--- src/rtl/cp0_pkg.sv ---
// CP0 shared definitions: register indices, field positions, ExcCodes.
package cp0_pkg;

    localparam logic [4:0] CP0_SR    = 5'd12;
    localparam logic [4:0] CP0_CAUSE = 5'd13;
    localparam logic [4:0] CP0_EPC   = 5'd14;
    localparam logic [4:0] CP0_PRID  = 5'd15;

    localparam int SR_IE     = 0;
    localparam int SR_EXL    = 1;
    localparam int SR_IM_LO  = 10;
    localparam int SR_IM_HI  = 15;

    localparam int CAUSE_EXC_LO = 2;
    localparam int CAUSE_EXC_HI = 6;
    localparam int CAUSE_IP_LO  = 10;
    localparam int CAUSE_IP_HI  = 15;
    localparam int CAUSE_BD     = 31;

    localparam logic [4:0] EXC_INT  = 5'd0;
    localparam logic [4:0] EXC_ADEL = 5'd4;
    localparam logic [4:0] EXC_ADES = 5'd5;
    localparam logic [4:0] EXC_RI   = 5'd10;
    localparam logic [4:0] EXC_OV   = 5'd12;

    localparam logic [31:0] HANDLER_ADDR_DEF = 32'h0000_4180;

endpackage

--- src/rtl/cp0_int_arb.sv ---
// Picks interrupt over synchronous exception and gates both with EXL.
module cp0_int_arb
    import cp0_pkg::*;
(
    input  logic       irq,
    input  logic       exc_valid,
    input  logic       exl,
    input  logic [4:0] exc_code,
    output logic       int_req,
    output logic [4:0] sel_code
);

    always_comb begin
        int_req  = (irq | exc_valid) & ~exl;
        sel_code = irq ? EXC_INT : exc_code;
    end

endmodule

--- src/rtl/cp0_exc_ctrl.sv ---
// Coprocessor-0 exception/interrupt controller: SR, Cause, EPC, PRId,
// mfc0/mtc0/eret and the one-cycle INT_REQ redirect.
module cp0_exc_ctrl
    import cp0_pkg::*;
#(
    parameter int               WIDTH        = 32,
    parameter logic [WIDTH-1:0] HANDLER_ADDR = WIDTH'(HANDLER_ADDR_DEF),
    parameter logic [WIDTH-1:0] PRID_VAL     = '0
) (
    input  logic             clk,
    input  logic             reset,
    input  logic             we,
    input  logic [4:0]       addr,
    input  logic [WIDTH-1:0] din,
    output logic [WIDTH-1:0] dout,
    input  logic [WIDTH-1:0] victim_pc,
    input  logic             victim_bd,
    input  logic             exc_valid,
    input  logic [4:0]       exc_code,
    input  logic [5:0]       hw_int,
    input  logic             eret,
    output logic             INT_REQ,
    output logic [WIDTH-1:0] handler_pc,
    output logic [WIDTH-1:0] epc_out
);

    logic [5:0]       sr_im;
    logic             sr_exl;
    logic             sr_ie;
    logic             cause_bd;
    logic [5:0]       cause_ip;
    logic [4:0]       cause_exc;
    logic [WIDTH-1:0] epc;

    logic             irq;
    logic [4:0]       sel_code;
    logic [WIDTH-1:0] sr_word;
    logic [WIDTH-1:0] cause_word;
    logic             unused_din;

    assign unused_din = ^{din[WIDTH-1:16], din[9:2]};

    assign irq = (|(cause_ip & sr_im)) & sr_ie & ~sr_exl;

    cp0_int_arb u_arb (
        .irq       (irq),
        .exc_valid (exc_valid),
        .exl       (sr_exl),
        .exc_code  (exc_code),
        .int_req   (INT_REQ),
        .sel_code  (sel_code)
    );

    always_ff @(posedge clk) begin
        if (reset) begin
            sr_im     <= '0;
            sr_exl    <= 1'b0;
            sr_ie     <= 1'b0;
            cause_bd  <= 1'b0;
            cause_ip  <= '0;
            cause_exc <= '0;
            epc       <= '0;
        end else begin
            // IP tracks the lines even inside a handler
            cause_ip <= hw_int;
            if (INT_REQ) begin
                sr_exl    <= 1'b1;
                cause_bd  <= victim_bd;
                cause_exc <= sel_code;
                epc       <= victim_bd ? victim_pc - WIDTH'(4) : victim_pc;
            end else begin
                if (we) begin
                    case (addr)
                        CP0_SR: begin
                            sr_im  <= din[SR_IM_HI:SR_IM_LO];
                            sr_exl <= din[SR_EXL];
                            sr_ie  <= din[SR_IE];
                        end
                        CP0_EPC: epc <= {din[WIDTH-1:2], 2'b00};
                        default: ;
                    endcase
                end
                if (eret) sr_exl <= 1'b0;
            end
        end
    end

    always_comb begin
        sr_word                       = '0;
        sr_word[SR_IM_HI:SR_IM_LO]    = sr_im;
        sr_word[SR_EXL]               = sr_exl;
        sr_word[SR_IE]                = sr_ie;
        cause_word                    = '0;
        cause_word[CAUSE_BD]          = cause_bd;
        cause_word[CAUSE_IP_HI:CAUSE_IP_LO]   = cause_ip;
        cause_word[CAUSE_EXC_HI:CAUSE_EXC_LO] = cause_exc;
    end

    always_comb begin
        dout = '0;
        case (addr)
            CP0_SR:    dout = sr_word;
            CP0_CAUSE: dout = cause_word;
            CP0_EPC:   dout = epc;
            CP0_PRID:  dout = PRID_VAL;
            default:   dout = '0;
        endcase
    end

    assign handler_pc = HANDLER_ADDR;
    assign epc_out    = epc;

endmodule

--- config.mk ---
export PLATFORM = sky130hd
export DESIGN_NAME = cp0_exc_ctrl
export DESIGN_NICKNAME = d
export VERILOG_FILES = /design/src/rtl/cp0_pkg.sv /design/src/rtl/cp0_int_arb.sv /design/src/rtl/cp0_exc_ctrl.sv
export SDC_FILE = /design/constraint.sdc
export NUM_CORES = 1
export LEC_CHECK = 0
export ABC_AREA = 1
export CORE_UTILIZATION = 44
export CTS_CLUSTER_SIZE = 25
export DETAILED_ROUTE_END_ITERATION = 10
export PLACE_DENSITY = 0.89
export SYNTH_ARGS = -nofsm -noshare
export SYNTH_HDL_FRONTEND = slang
export SYNTH_HIERARCHICAL = 1
export SYNTH_SLANG_ARGS = --single-unit
export TNS_END_PERCENT = 10
--- constraint.sdc ---
create_clock -name clk -period 4.4 [get_ports clk]
set_clock_uncertainty 0.05 [all_clocks]
set_input_delay 1.32 -clock clk [delete_from_list [all_inputs] [get_ports clk]]
set_output_delay 1.32 -clock clk [all_outputs]
set_load 0.01 [all_outputs]
==> impl_metrics.py <==
metrics = {
    "run_status": {
        "status": "complete, no violations",
    },
    "final_layout": {
        "design_area_um2": 5270,
        "drive_above_1_share": 0.0451,
        "fin_cells": 856,
        "areaGrowthSynthToFinish_pct": 43.6,
        "fin_nets": 840,
        "antennaDiodeCount": 0,
    },
    "timing": {
        "relSlewSlack": 0.546,
        "hold_ws_ns": 0.441,
        "rsz0062_at_grt": "yes",
        "max_freq_mhz": 231,
        "hold_viol": 0,
        "worst_slew_pin_slew_ns": 0.676,
        "drv_slew": 0,
        "finalSetupViolations": 0,
        "post-route-min-period_ns": 4.33,
        "fin_crit_sh": 0.984,
    },
    "clock_network": {
        "cts_made_buffers": 5,
        "clkSinkCount": 52,
        "clk-insertion-delay-late_ns": 0.32,
        "cts_max_path_buffers": 2,
        "cts_root_buf": "clkbuf_8",
        "cts_tree": "built",
        "hold_buffers": 0,
        "clk_pin_slew_ns": 0.10,
        "htree_levels": 2,
    },
    "routing": {
        "viasPerCell": 5.04,
        "wl_um": 11600,
        "drc_errors": 0,
        "dr.pass1.iters": 6,
        "ant_nets": 0,
        "vias": 4315,
        "wl_per_cell_um": 13.6,
        "drtIter0Drc": 277,
    },
    "place": {
        "place_area_um2": 5140,
        "hpwlAfterDp_um": 9180,
        "place.gp.congestion": 0.918,
        "dp_cells": 848,
        "numPortBuffers": 150,
    },
    "logic_synthesis": {
        "yosysTopAreaCellShare": 0.284,
        "yosys.area.top_type": "dfxtp_1",
        "syn_inst": 611,
        "post_synth.cell_area_avg_um2": 6.01,
        "seq_area_frac_synth": 0.284,
        "synth-warning-count": 6,
        "synth_cell_types": 36,
        "synthTopCellsByArea": "dfxtp_1 (28%), nand2_1 (14%), nor2_1 (10%)",
        "syn_area_um2": 3670,
        "synth-seq-cells": 52,
    },
    "global_route": {
        "grtUsageTotal": 0.267,
        "antenna_found_initial": 0,
        "grt_pass1_vias": 3847,
        "grt_pass1_wl_um": 18300,
        "grt_max_degree": 45,
        "grt_overflow": 0,
    },
    "critical_path": {
        "crit_start": "addr[1]",
        "critPathLaunchType": "input port",
        "cpPeakStageDelay_ns": 0.52,
        "cp.arrival_ns": 2.96,
        "required_ns": 3.03,
        "crit_slowest_cell": "clkdlybuf4s50_1",
        "crit_chain": "clkdlybuf4s50_1 > inv_1 > nor2_1 > nand2_1 > inv_2 > buf_4 > a22o_1 > clkdlybuf4s50_1",
        "critPathKind": "in -> out",
        "cp_top_family": "buffers and inverters",
        "crit_buf_inv": 5,
        "worstReg2RegStart": "sr_im[2]$_SDFFE_PP0P_",
        "cp_max_fo": 6,
        "cp_common_cell": "clkdlybuf4s50_1",
        "cp-end-kind": "output pin",
    },
    "pwr": {
        "ir_drop_v": 0.000136,
        "total_power_mw": 1.14,
        "power_density_nw_per_um2": 217,
        "p_leak_nw": 2.43,
    },
    "hold_path": {
        "min-delay-start": "epc_out[16]$_SDFFE_PP0P_",
        "hp-class": "reg -> reg",
    },
    "floorplan": {
        "coreArea_um2": 7890,
        "boundaryPins": 183,
        "die_w_um": 93.3,
        "die_y_um": 93.3,
        "initial_core_util": 0.465,
        "rows": 32,
        "dieArea_um2": 8710,
    },
    "flow_run": {
        "drv_cap": 0,
    },
}
-- cells in the final DEF (no fill, tap or decap), types with 2 or more instances in the layout --
cell type,netlist,routed
nor2_2,2,3
nand3_1,32,32
nor2_4,6,7
o21ai_0,40,40
nand4_1,9,9
dfxtp_1,52,52
or2_2,2,2
o22ai_1,3,3
o211ai_1,3,3
inv_1,90,88
nor2_1,101,99
o21ai_1,3,3
o221ai_1,5,5
clkbuf_8,1,5
xor2_1,2,2
nand2_1,138,138
inv_2,1,3
a21oi_1,41,41
a31oi_1,4,4
buf_4,34,7
conb_1,2,32
a22o_1,6,6
nor3_1,6,6
clkdlybuf4s50_1,0,139
dlymetal6s2s_1,0,11
-- logic make-up after synthesis --
group / count (synthesis) / share of synthesized area
buffers and inverters: 146 / 0.192
DFF: 52 / 0.284
xor gates and xnor gates: 2 / 0.00477
adders and majority gates: 1 / 0.00341
and+or+nand+nor: 298 / 0.344
other: 2 / 0.00205
AOI/OAI and AO/OA: 110 / 0.170
-- through the flow --
stage               setup WS, ns  setup TNS [ns]  utilization
floorplan                  0.799               0            -
global placement          0.0427               0        0.652
detailed placement      -0.00620        -0.00620        0.652
CTS                       0.0193               0        0.664
global route             -0.0128         -0.0341        0.668
finish                    0.0706               0        0.668
-- area by class of cell --
cell class	instances	area [um^2]
fillers	678	2620
multi-input cells	443	2050
clock buffers	5	68.8
repair buffers	159	1610
well taps	102	128
clock inverters	3	27.5
inverters	92	345
flip-flops and latches	52	1040
-- cell usage after synthesis (all sizes together) --
| cell type | count |
|---|---|
| nand3 | 34 |
| a31oi | 4 |
| xor2 | 2 |
| o21ai | 43 |
| a21oi | 41 |
| a221oi | 1 |
| nand4 | 9 |
| ha | 1 |
| inv | 91 |
| o22ai | 3 |
| a211oi | 1 |
| nand2 | 138 |
| clkinv | 1 |
| buf | 45 |
| o221ai | 5 |
| o211ai | 3 |
| o21bai | 1 |
| or2 | 2 |
| nor3 | 6 |
| conb | 2 |
| nor2 | 109 |
| a21boi | 1 |
| clkbuf | 9 |
| a22o | 6 |
| dfxtp | 52 |
| a32o | 1 |
-- tightest hold or removal path, stage by stage, from the launching register on --
cell and delay [ns]:
dfxtp_1 0.34, nand2_1 0.06, a21oi_1 0.06
-- path summary, 6_finish.rpt --
path	to	slack, ns	cells after the start
worst max-delay path	dout[31]	0.07	8
worst min-delay path	epc_out[16]$_SDFFE_PP0P_	0.44	2
worst max register to register	epc_out[18]$_SDFFE_PP0P_	1.34	13
worst min register to register	epc_out[16]$_SDFFE_PP0P_	0.44	2
-- per-layer routing --
metal	wire [um]	vias up	global-route usage
li1	-	2158	-
met1	5030	1945	0.344
met2	5610	188	0.450
met3	668	24	0.0333
met4	311	0	0.108
met5	0	-	0
-- sequential cells by signal, indices dropped and copies added, names as in the netlist --
signal	flops
sr_ie	1
sr_im	6
cause_exc	5
cause_bd	1
cause_ip	6
sr_exl	1
epc_out	32
-- where the power goes --
part,switching [mW],total [mW],internal (mW)
Combinational,0.165,0.327,0.161
Clock,0.173,0.290,0.117
Sequential,0.0242,0.528,0.504
Total,0.363,1.14,0.782
-- what timing repair did --
item | in CTS | in global routing
endpoints found under the setup margin | 1 | 17
gates cloned | 0 | 0
resized for setup | 1 | 13
buffers inserted | 0 | 0
Power figures use the tool's default switching activity.
